## src/rtl/mul_pkg.sv

```systemverilog
// =============================================================================
// Module   : mul_pkg
// Brief    : Shared constants for the iterative shift-add multiplier.
// Revision : 1.0 - initial release
// =============================================================================
`default_nettype none

package mul_pkg;

    localparam int c_WIDTH   = 32;
    localparam int c_STATE_W = 5;

    localparam logic [c_STATE_W-1:0] c_ST_IDLE = 5'b00001;
    localparam logic [c_STATE_W-1:0] c_ST_INIT = 5'b00010;
    localparam logic [c_STATE_W-1:0] c_ST_CALC = 5'b00100;
    localparam logic [c_STATE_W-1:0] c_ST_FIX  = 5'b01000;
    localparam logic [c_STATE_W-1:0] c_ST_DONE = 5'b10000;

    // Counter must hold the value WIDTH itself, hence the extra bit.
    function automatic int cnt_width(input int width);
        return $clog2(width) + 1;
    endfunction

endpackage

`default_nettype wire

```

## src/rtl/mul_neg.sv

```systemverilog
// =============================================================================
// Module   : mul_neg
// Brief    : Conditional two's-complement negate (o_out = i_en ? -i_in : i_in).
// Revision : 1.0 - initial release
// =============================================================================
`default_nettype none

module mul_neg #(
    parameter int WIDTH = 32
) (
    input  logic [WIDTH-1:0] i_in,
    input  logic             i_en,
    output logic [WIDTH-1:0] o_out
);

    localparam logic [WIDTH-1:0] c_ONE = {{(WIDTH-1){1'b0}}, 1'b1};

    assign o_out = i_en ? (~i_in + c_ONE) : i_in;

endmodule

`default_nettype wire

```

## src/rtl/mul_iter.sv

```systemverilog
// =============================================================================
// Module   : mul_iter
// Brief    : Iterative radix-2 shift-add multiplier, sign-magnitude flow,
//            valid/finish handshake. Optional macro MUL_EARLY_TERM_EN ends
//            the iteration once the remaining multiplier bits are zero.
// Revision : 1.0 - initial release
// =============================================================================
`default_nettype none

module mul_iter
    import mul_pkg::*;
#(
    parameter int WIDTH = c_WIDTH
) (
    input  logic             clk,
    input  logic             rst,
    input  logic             valid,
    input  logic             sign,
    input  logic [WIDTH-1:0] x,
    input  logic [WIDTH-1:0] y,
    output logic [WIDTH-1:0] result_hi,
    output logic [WIDTH-1:0] result_lo,
    output logic             finish
);

    localparam int c_PW    = 2 * WIDTH;
    localparam int c_CNT_W = cnt_width(WIDTH);

    localparam logic [c_CNT_W-1:0] c_CNT_ONE  = {{(c_CNT_W-1){1'b0}}, 1'b1};
    localparam logic [c_CNT_W-1:0] c_CNT_INIT = c_CNT_W'(WIDTH);

    logic [c_STATE_W-1:0] r_state;
    logic [c_STATE_W-1:0] w_next_state;

    logic [c_PW-1:0]    r_mcand;
    logic [WIDTH-1:0]   r_mplr;
    logic [c_PW-1:0]    r_acc;
    logic [c_CNT_W-1:0] r_cnt;
    logic               r_sign;
    logic               r_neg;

    logic [WIDTH-1:0] w_x_abs;
    logic [WIDTH-1:0] w_y_abs;
    logic [c_PW-1:0]  w_acc_fix;
    logic             w_calc_last;

    // Raw operands are parked in mcand/mplr in IDLE and made absolute in INIT.
    mul_neg #(.WIDTH(WIDTH)) u_neg_x (
        .i_in  (r_mcand[WIDTH-1:0]),
        .i_en  (r_sign & r_mcand[WIDTH-1]),
        .o_out (w_x_abs)
    );

    mul_neg #(.WIDTH(WIDTH)) u_neg_y (
        .i_in  (r_mplr),
        .i_en  (r_sign & r_mplr[WIDTH-1]),
        .o_out (w_y_abs)
    );

    mul_neg #(.WIDTH(c_PW)) u_neg_acc (
        .i_in  (r_acc),
        .i_en  (r_neg),
        .o_out (w_acc_fix)
    );

`ifdef MUL_EARLY_TERM_EN
    assign w_calc_last = (r_cnt == c_CNT_ONE) || (r_mplr[WIDTH-1:1] == '0);
`else
    assign w_calc_last = (r_cnt == c_CNT_ONE);
`endif

    assign finish = (r_state == c_ST_DONE);

    always_comb begin
        w_next_state = r_state;
        if (!valid) begin
            w_next_state = c_ST_IDLE;
        end else begin
            case (r_state)
                c_ST_IDLE: w_next_state = c_ST_INIT;
                c_ST_INIT: w_next_state = c_ST_CALC;
                c_ST_CALC: w_next_state = w_calc_last ? c_ST_FIX : c_ST_CALC;
                c_ST_FIX:  w_next_state = c_ST_DONE;
                default:   w_next_state = c_ST_IDLE;
            endcase
        end
    end

    always_ff @(posedge clk) begin
        if (rst) begin
            r_state <= c_ST_IDLE;
        end else begin
            r_state <= w_next_state;
        end
    end

    // Dropping valid anywhere behaves like a reset of the datapath.
    always_ff @(posedge clk) begin
        if (rst || !valid) begin
            r_mcand   <= '0;
            r_mplr    <= '0;
            r_acc     <= '0;
            r_cnt     <= '0;
            r_sign    <= 1'b0;
            r_neg     <= 1'b0;
            result_hi <= '0;
            result_lo <= '0;
        end else begin
            case (r_state)
                c_ST_IDLE: begin
                    r_mcand <= {{WIDTH{1'b0}}, x};
                    r_mplr  <= y;
                    r_sign  <= sign;
                end
                c_ST_INIT: begin
                    r_mcand <= {{WIDTH{1'b0}}, w_x_abs};
                    r_mplr  <= w_y_abs;
                    r_acc   <= '0;
                    r_cnt   <= c_CNT_INIT;
                    r_neg   <= r_sign & (r_mcand[WIDTH-1] ^ r_mplr[WIDTH-1]);
                end
                c_ST_CALC: begin
                    if (r_mplr[0]) begin
                        r_acc <= r_acc + r_mcand;
                    end
                    r_mcand <= {r_mcand[c_PW-2:0], 1'b0};
                    r_mplr  <= {1'b0, r_mplr[WIDTH-1:1]};
                    r_cnt   <= r_cnt - c_CNT_ONE;
                end
                c_ST_FIX: begin
                    // Results load here so they are already valid during DONE.
                    r_acc     <= w_acc_fix;
                    result_hi <= w_acc_fix[c_PW-1:WIDTH];
                    result_lo <= w_acc_fix[WIDTH-1:0];
                end
                default: begin
                end
            endcase
        end
    end

endmodule

`default_nettype wire

```

## config.mk

```make
export PLATFORM = sky130hd
export DESIGN_NAME = mul_iter
export DESIGN_NICKNAME = d
export VERILOG_FILES = /design/src/rtl/mul_pkg.sv /design/src/rtl/mul_neg.sv /design/src/rtl/mul_iter.sv
export SDC_FILE = /design/constraint.sdc
export NUM_CORES = 1
export LEC_CHECK = 0
export BUFFER_PORTS_ARGS = -buffer_cell sky130_fd_sc_hd__buf_2
export CAP_MARGIN = 20
export CORE_MARGIN = 2
export CORE_UTILIZATION = 65
export CTS_BUF_LIST = sky130_fd_sc_hd__clkbuf_2
export DETAILED_ROUTE_END_ITERATION = 16
export PLACE_DENSITY = 0.86
export RECOVER_POWER = 50
export SYNTH_ARGS = -nofsm -noshare
export SYNTH_HDL_FRONTEND = slang
export SYNTH_SLANG_ARGS = --single-unit
```

## constraint.sdc

```tcl
create_clock -name clk -period 6.6 [get_ports clk]
set_clock_uncertainty 0.15 [all_clocks]
set_input_delay 1.32 -clock clk [delete_from_list [all_inputs] [get_ports clk]]
set_output_delay 1.32 -clock clk [all_outputs]
set_load 0.05 [all_outputs]
```

### Word-level counts from Yosys, hierarchy flattened

Index checks and enable logic that the tools add are counted.

* logic and storage cells: 51
* memories: 0
* bits in read-only memories: 0
* bits in registers: 237
* bits in writable memories: 0
* output and inout bits: 65
* bits in latches: 0
* input port bits: 68

* multiplexer cells: 10
* add/sub/neg operators: 5
* shifts and indexed selects: 0
* equality and inequality tests: 9
* multipliers: 0
* divide/modulo/power cells: 0
* reduce and logical (&&, ||, !) cells: 9
* $lt $le $gt $ge: 0
* bitwise operators: 8

Operators by type and width (number)
* 64-bit one-hot mux with 3 select lines: 2
* 64-bit two-way mux: 2
* 32-bit one-hot mux with 3 select lines: 1
* 32-bit by 1-bit adder with 32-bit output (second input constant): 2
* 64-bit by 1-bit adder with 64-bit output (second input constant): 1
* 64-bit adder: 1
* 32-bit two-way mux: 2
* 32-bit NOT: 2
* 64-bit NOT: 1
* 5-bit one-hot mux with 4 select lines: 1
* 6-bit one-hot mux with 2 select lines: 1
* 6-bit by 1-bit equality test with 1-bit output (second input constant): 1
* 2-bit AND reduction: 3
* 3-bit nonzero test: 2
* 6-bit by 1-bit subtractor with 6-bit output (second input constant): 1
* 5-bit by 1-bit equality test with 1-bit output (second input constant): 1
* 5-bit by 2-bit equality test with 1-bit output (second input constant): 1
* 5-bit by 3-bit equality test with 1-bit output (second input constant): 1
* 5-bit by 4-bit equality test with 1-bit output (second input constant): 1
* 5-bit equality test (second input constant): 1
* 4-bit two-way mux: 1
* 2-bit by 1-bit inequality test with 1-bit output (second input constant): 2
* 1-bit bitwise AND: 3
* 2-bit inequality test (second input constant): 1
* 6 further kinds: 6

### Longest topological paths before layout

* depth in word-level cells: 4
* gate-level depth with buffers: 13
* mapped depth without buffers: 13

### Modules after synthesis

A second synthesis with hierarchy kept.

* cells, all modules: 2027
* area total of the unflattened synthesis: 15970.3 µm²

By module, submodules not included
* mul_iter: sequential area each 4744.6 µm², cells an instance 1623, area each 12767.2 µm², instances 1
* mul_neg at u_neg_acc: sequential area each 0.0 µm², cells an instance 206, area each 1649.1 µm², instances 1
* mul_neg at u_neg_x ...: sequential area each 0.0 µm², cells an instance 99, area each 777.0 µm², instances 2

### Worst setup path after synthesis

OpenSTA, ideal clock, no wires.

* path type: flip-flop to output port
* start point: register r_state[1]
* end point: output port finish
* slack: 2910 ps
* cell stages (with the launch flop): 4
* arrival: 2220 ps
* buffers on the path: 1
* data required time: 5130 ps
* path through: dfxtp_1 clkbuf_1 nor2_1 nor4bb_1

* cells in the longest elaborated chain, start to end: 1

Ends and longest elaborated chain
* from (decl): RTL line mul_iter.sv:32 `logic [c_STATE_W-1:0] r_state;`
* from (signal assigned): RTL line mul_iter.sv:91 `r_state <= c_ST_IDLE;`
* from (signal assigned): RTL line mul_iter.sv:93 `r_state <= w_next_state;`
* 5-bit equality test: RTL line mul_iter.sv:72 `assign finish = (r_state == c_ST_DONE);`
* to (decl): RTL line mul_iter.sv:23 `output logic finish`

Every way passes these cells.

### Final worst setup path

* start point: input port rst
* end point: register r_acc[63]

* cells in the longest elaborated chain, start to end: 1

Ends and longest elaborated chain
* from (decl): RTL line mul_iter.sv:16 `input logic rst,`
* 1-bit logical OR: RTL line mul_iter.sv:99 `if (rst || !valid) begin`
* to (signal assigned): RTL line mul_iter.sv:124 `r_acc <= r_acc + r_mcand;`
* to (signal assigned): RTL line mul_iter.sv:132 `r_acc <= w_acc_fix;`
* to (decl): RTL line mul_iter.sv:37 `logic [c_PW-1:0] r_acc;`

Every way passes these cells.
A chain may end at the register's enable or synchronous reset.

==> impl_metrics.xml <==
<?xml version="1.0" encoding="UTF-8"?>
<metrics>
  <group name="power">
    <metric name="power.density" unit="nW/um^2">175</metric>
    <metric name="netSwitchingPower" unit="W">0.000940</metric>
    <metric name="power_frac_comb" unit="">0.124</metric>
    <metric name="netSwitchingFraction" unit="">0.310</metric>
    <metric name="power.sequential.fraction" unit="">0.492</metric>
    <metric name="p_leak" unit="nW">6.86</metric>
    <metric name="pwr-share-clk" unit="">0.384</metric>
    <metric name="peak_vdd_ir" unit="uV">131</metric>
    <metric name="internal_power" unit="W">0.00209</metric>
  </group>
  <group name="route">
    <metric name="wl_per_cell" unit="microns">19.4</metric>
    <metric name="first_pass_iters" unit="">8</metric>
    <metric name="ant_nets" unit="">0</metric>
    <metric name="vias_per_cell" unit="">6.64</metric>
    <metric name="drt_wl_total" unit="microns">50900</metric>
    <metric name="remaining_drc_errors" unit="">0</metric>
    <metric name="initialDrtViolationCount" unit="">1974</metric>
    <metric name="number_of_vias_after_detailed_routing" unit="">17400</metric>
  </group>
  <group name="hold_path">
    <metric name="worst_hold_path_type" unit="">reg2reg</metric>
    <metric name="whs_path_depth" unit="">2</metric>
  </group>
  <group name="worst_setup_path">
    <metric name="rr_startpoint" unit="">r_state[2]</metric>
    <metric name="cp-end-kind" unit="">flop</metric>
    <metric name="worst_ep_arrival_time" unit="ns">5.67</metric>
    <metric name="worstSetupPathType" unit="">in2reg</metric>
    <metric name="critical_path_required" unit="ns">7.00</metric>
    <metric name="crit_path_start" unit="">rst</metric>
    <metric name="crit_slowest_cell" unit="">sky130_fd_sc_hd__clkbuf_1</metric>
    <metric name="path_depth" unit="">4</metric>
    <metric name="crit_path_cell_trace" unit="">clkbuf_1 -&gt; nand2b_4 -&gt; clkbuf_1 -&gt; o22ai_1</metric>
    <metric name="reg2regPathDepth" unit="">5</metric>
    <metric name="critical_path.max_fanout" unit="">100</metric>
    <metric name="start_kind" unit="">primary input</metric>
    <metric name="endpoint" unit="">r_acc[63]</metric>
    <metric name="critical-path-max-stage-delay" unit="ns">3.27</metric>
    <metric name="timing.critical_path.mode_cell" unit="">sky130_fd_sc_hd__clkbuf_1</metric>
    <metric name="critical-path-top-delay-family" unit="">buffers and inverters</metric>
    <metric name="worstReg2RegEnd" unit="">r_acc[40]</metric>
    <metric name="critical_path_buf_inv_count" unit="">2</metric>
    <metric name="reg2reg_setup_slack" unit="ns">1.77</metric>
  </group>
  <group name="place">
    <metric name="detailed_place.area" unit="sq um">16800</metric>
    <metric name="placed_cells" unit="">2507</metric>
    <metric name="io_buffers" unit="">132</metric>
    <metric name="dp_hpwl" unit="microns">34800</metric>
    <metric name="pre_cts_ws" unit="ns">2.35</metric>
    <metric name="globalplace.congestion" unit="">1.01</metric>
  </group>
  <group name="floorplanning">
    <metric name="die_w" unit="microns">162</metric>
    <metric name="design.core.area" unit="sq um">24400</metric>
    <metric name="dieHeight" unit="microns">162</metric>
    <metric name="floorplan.initialDensity" unit="">0.664</metric>
    <metric name="num_io_pins" unit="">133</metric>
    <metric name="area_enclosed_by_the_die_boundary" unit="sq um">26200</metric>
    <metric name="placement_rows" unit="">57</metric>
  </group>
  <group name="finish">
    <metric name="nets" unit="">2390</metric>
    <metric name="fraction_of_final_layout_cells_with_drive_strength_greater_than_1" unit="">0.102</metric>
    <metric name="post_layout_nonfiller_instances" unit="">2625</metric>
    <metric name="n_fill_cell" unit="">2152</metric>
    <metric name="post_synthesis_to_final_layout_area_growth" unit="%">7.14</metric>
    <metric name="final_common_cell" unit="">sky130_fd_sc_hd__nor2_1</metric>
    <metric name="multi_input_comb_area" unit="sq um">10700</metric>
    <metric name="postLayoutCellArea" unit="sq um">17300</metric>
    <metric name="area.sequential" unit="sq um">4750</metric>
    <metric name="most-common-layout-cells" unit="">301 x sky130_fd_sc_hd__nor2_1, 236 x sky130_fd_sc_hd__dfxtp_1, 227 x sky130_fd_sc_hd__nand2_1</metric>
  </group>
  <group name="cts">
    <metric name="clock_tree.htree_level_count" unit="">3</metric>
    <metric name="clockBufferDepth" unit="">3</metric>
    <metric name="post-cts-setup-buffer-count" unit="">0</metric>
    <metric name="clk_root_buffer_cell" unit="">sky130_fd_sc_hd__clkbuf_2</metric>
    <metric name="cts.reportedPaths.clkPinSlew" unit="ns">0.08</metric>
    <metric name="tritoncts" unit="">done</metric>
    <metric name="post_cts.resized_instances" unit="">0</metric>
    <metric name="clk-insertion-delay-late" unit="ns">0.86</metric>
    <metric name="hold_buffers" unit="">0</metric>
    <metric name="tritoncts.num_buffers" unit="">67</metric>
    <metric name="clock_sinks" unit="">237</metric>
  </group>
  <group name="sta">
    <metric name="tightest_slew" unit="ns">4.65</metric>
    <metric name="timing.fmax" unit="GHz">0.190</metric>
    <metric name="post-route-period-util" unit="">0.799</metric>
    <metric name="final_count_of_hold_timing_violations" unit="">0</metric>
    <metric name="tns" unit="ns">0</metric>
    <metric name="unrepaired_setup_endpoints_after_global_routing" unit="">false</metric>
    <metric name="finalSetupViolations" unit="">0</metric>
    <metric name="finalMaxSlewViolations" unit="">254</metric>
    <metric name="timing.max_slew.rel_slack" unit="">-2.10</metric>
    <metric name="setup_slack" unit="ns">1.33</metric>
    <metric name="fin_worst_hold_slack" unit="ns">0.309</metric>
    <metric name="finalCriticalPeriod" unit="ns">5.27</metric>
  </group>
  <group name="global_routing">
    <metric name="grt_first_pass_wirelength" unit="microns">81200</metric>
    <metric name="grt_pass1_vias" unit="">16000</metric>
    <metric name="gr-usage-all-layers" unit="">0.379</metric>
    <metric name="antenna_found_initial" unit="">4</metric>
    <metric name="grt_max_degree" unit="">101</metric>
    <metric name="global_route.overflow_total" unit="">0</metric>
  </group>
  <group name="synth">
    <metric name="net_count_after_synthesis" unit="">2334</metric>
    <metric name="synth_area_leader_cell" unit="">sky130_fd_sc_hd__dfxtp_1</metric>
    <metric name="synthesis.yosys.warnings" unit="">0</metric>
    <metric name="seq_area_frac_synth" unit="">0.293</metric>
    <metric name="synth_edf_count" unit="">0</metric>
    <metric name="cell_variety_after_synth" unit="">81</metric>
    <metric name="avgSynthCellArea" unit="sq um">7.37</metric>
    <metric name="synth_top_area_share" unit="">0.293</metric>
    <metric name="postSynth.topFlopCell" unit="">sky130_fd_sc_hd__dfxtp_1</metric>
    <metric name="mappedNetlistArea" unit="sq um">16200</metric>
    <metric name="syn-instance-count" unit="">2197</metric>
    <metric name="synth_top_cells_by_area" unit="">sky130_fd_sc_hd__dfxtp_1 29%, sky130_fd_sc_hd__nor2_1 7.0%, sky130_fd_sc_hd__a21oi_1 7.0%</metric>
    <metric name="post_synthesis_sequential_element_count" unit="">237</metric>
    <metric name="async_reset_ff_frac" unit="">0</metric>
  </group>
  <group name="status">
    <metric name="status" unit="">finished, violations left</metric>
    <metric name="failed_checks" unit="">capacitance limit, slew limit</metric>
  </group>
  <group name="job">
    <metric name="maxCapViolations" unit="">3</metric>
  </group>
</metrics>
[kinds of logic after synthesis]
| logic type | after synthesis | share of synthesized area |
|---|---|---|
| XOR/XNOR | 110 | 0.0595 |
| AND/OR/NAND/NOR | 816 | 0.232 |
| multiplexers | 9 | 0.00564 |
| buffers and inverters | 196 | 0.0489 |
| AO/OA/AOI/OAI | 760 | 0.307 |
| flip-flops | 237 | 0.293 |
| adder cells (fa/ha/maj) | 69 | 0.0538 |
[worst register-to-register path: stages (launching register included)]
cell,delay [ns]
sky130_fd_sc_hd__dfxtp_1,0.47
sky130_fd_sc_hd__nor2_1,0.38
sky130_fd_sc_hd__and3_1,2.59
sky130_fd_sc_hd__buf_4,0.70
sky130_fd_sc_hd__o21ai_0,0.21
sky130_fd_sc_hd__a311oi_1,0.27
[metal layers]
layer	share of wire	vias to the layer above	routed length, microns	global-route usage
met4	0.053	0	2700	0.203
met3	0.093	204	4750	0.0636
met5	0	-	0	0
li1	-	8266	-	-
met1	0.40	8029	20500	0.493
met2	0.45	937	23000	0.602
[Yosys cell counts (14+ instances only)]
cell and count:
sky130_fd_sc_hd__nor2_1 304, sky130_fd_sc_hd__dfxtp_1 237, sky130_fd_sc_hd__nand2_1 228, sky130_fd_sc_hd__a21oi_1 225, sky130_fd_sc_hd__o21ai_0 150, sky130_fd_sc_hd__clkbuf_1 147
sky130_fd_sc_hd__nor3_1 80, sky130_fd_sc_hd__ha_1 68, sky130_fd_sc_hd__xor2_1 63, sky130_fd_sc_hd__a211oi_1 50, sky130_fd_sc_hd__a22oi_1 49, sky130_fd_sc_hd__xnor2_1 47
sky130_fd_sc_hd__a21o_1 41, sky130_fd_sc_hd__inv_1 33, sky130_fd_sc_hd__nand3_1 28, sky130_fd_sc_hd__o31ai_1 28, sky130_fd_sc_hd__or3_1 27, sky130_fd_sc_hd__nand4_1 25
sky130_fd_sc_hd__a22o_1 23, sky130_fd_sc_hd__a222oi_1 21, sky130_fd_sc_hd__a221oi_1 19, sky130_fd_sc_hd__or4_1 19, sky130_fd_sc_hd__o22ai_1 17, sky130_fd_sc_hd__a31oi_1 15
sky130_fd_sc_hd__nor4_1 15, sky130_fd_sc_hd__o21bai_1 15, sky130_fd_sc_hd__and3_1 14
[area by class of cell]
type | count | share of cell area
Sequential cell | 237 | 0.274
Multi-Input combinational cell | 1764 | 0.617
Clock inverter | 16 | 0.00837
Clock buffer | 97 | 0.0280
Inverter | 33 | 0.00714
Timing Repair Buffer | 150 | 0.0417
Tap cell | 324 | 0.0234
Antenna cell | 4 | 0.000577
[through the flow]
step	power, W	util
floorplan	0.00177	-
global placement	0.00187	0.688
detailed placement	0.00188	0.689
CTS	0.00303	0.715
global route	0.00315	0.711
finish	0.00303	0.711
[state kept, by name, indices dropped and copies added (netlist names)]
signal	cells
result_hi	32
r_cnt	6
r_state	5
r_acc	64
result_lo	32
r_mcand	64
r_sign	1
r_neg	1
r_mplr	32
[power by group through the flow]
| stage | logic, W | registers, W | clock network [W] |
|---|---|---|---|
| CTS | 0.000363 | 0.00149 | 0.00118 |
| global placement | 0.000349 | 0.00152 | 0 |
| finish | 0.000374 | 0.00149 | 0.00116 |
| floorplan | 0.000267 | 0.00151 | 0 |
| global route | 0.000413 | 0.00149 | 0.00124 |
| detailed placement | 0.000361 | 0.00152 | 0 |
[worst min-delay path by stage]
stage                  startpoint             to  slack [ns]
global route         result_hi[3]   result_hi[3]        0.34
global placement     result_hi[3]   result_hi[3]        0.29
CTS                  result_hi[8]   result_hi[8]        0.31
finish              result_lo[14]  result_lo[14]        0.31
detailed placement   result_hi[3]   result_hi[3]        0.30
floorplan                r_cnt[5]       r_cnt[5]        0.28
(Power assumes the default switching activity.)
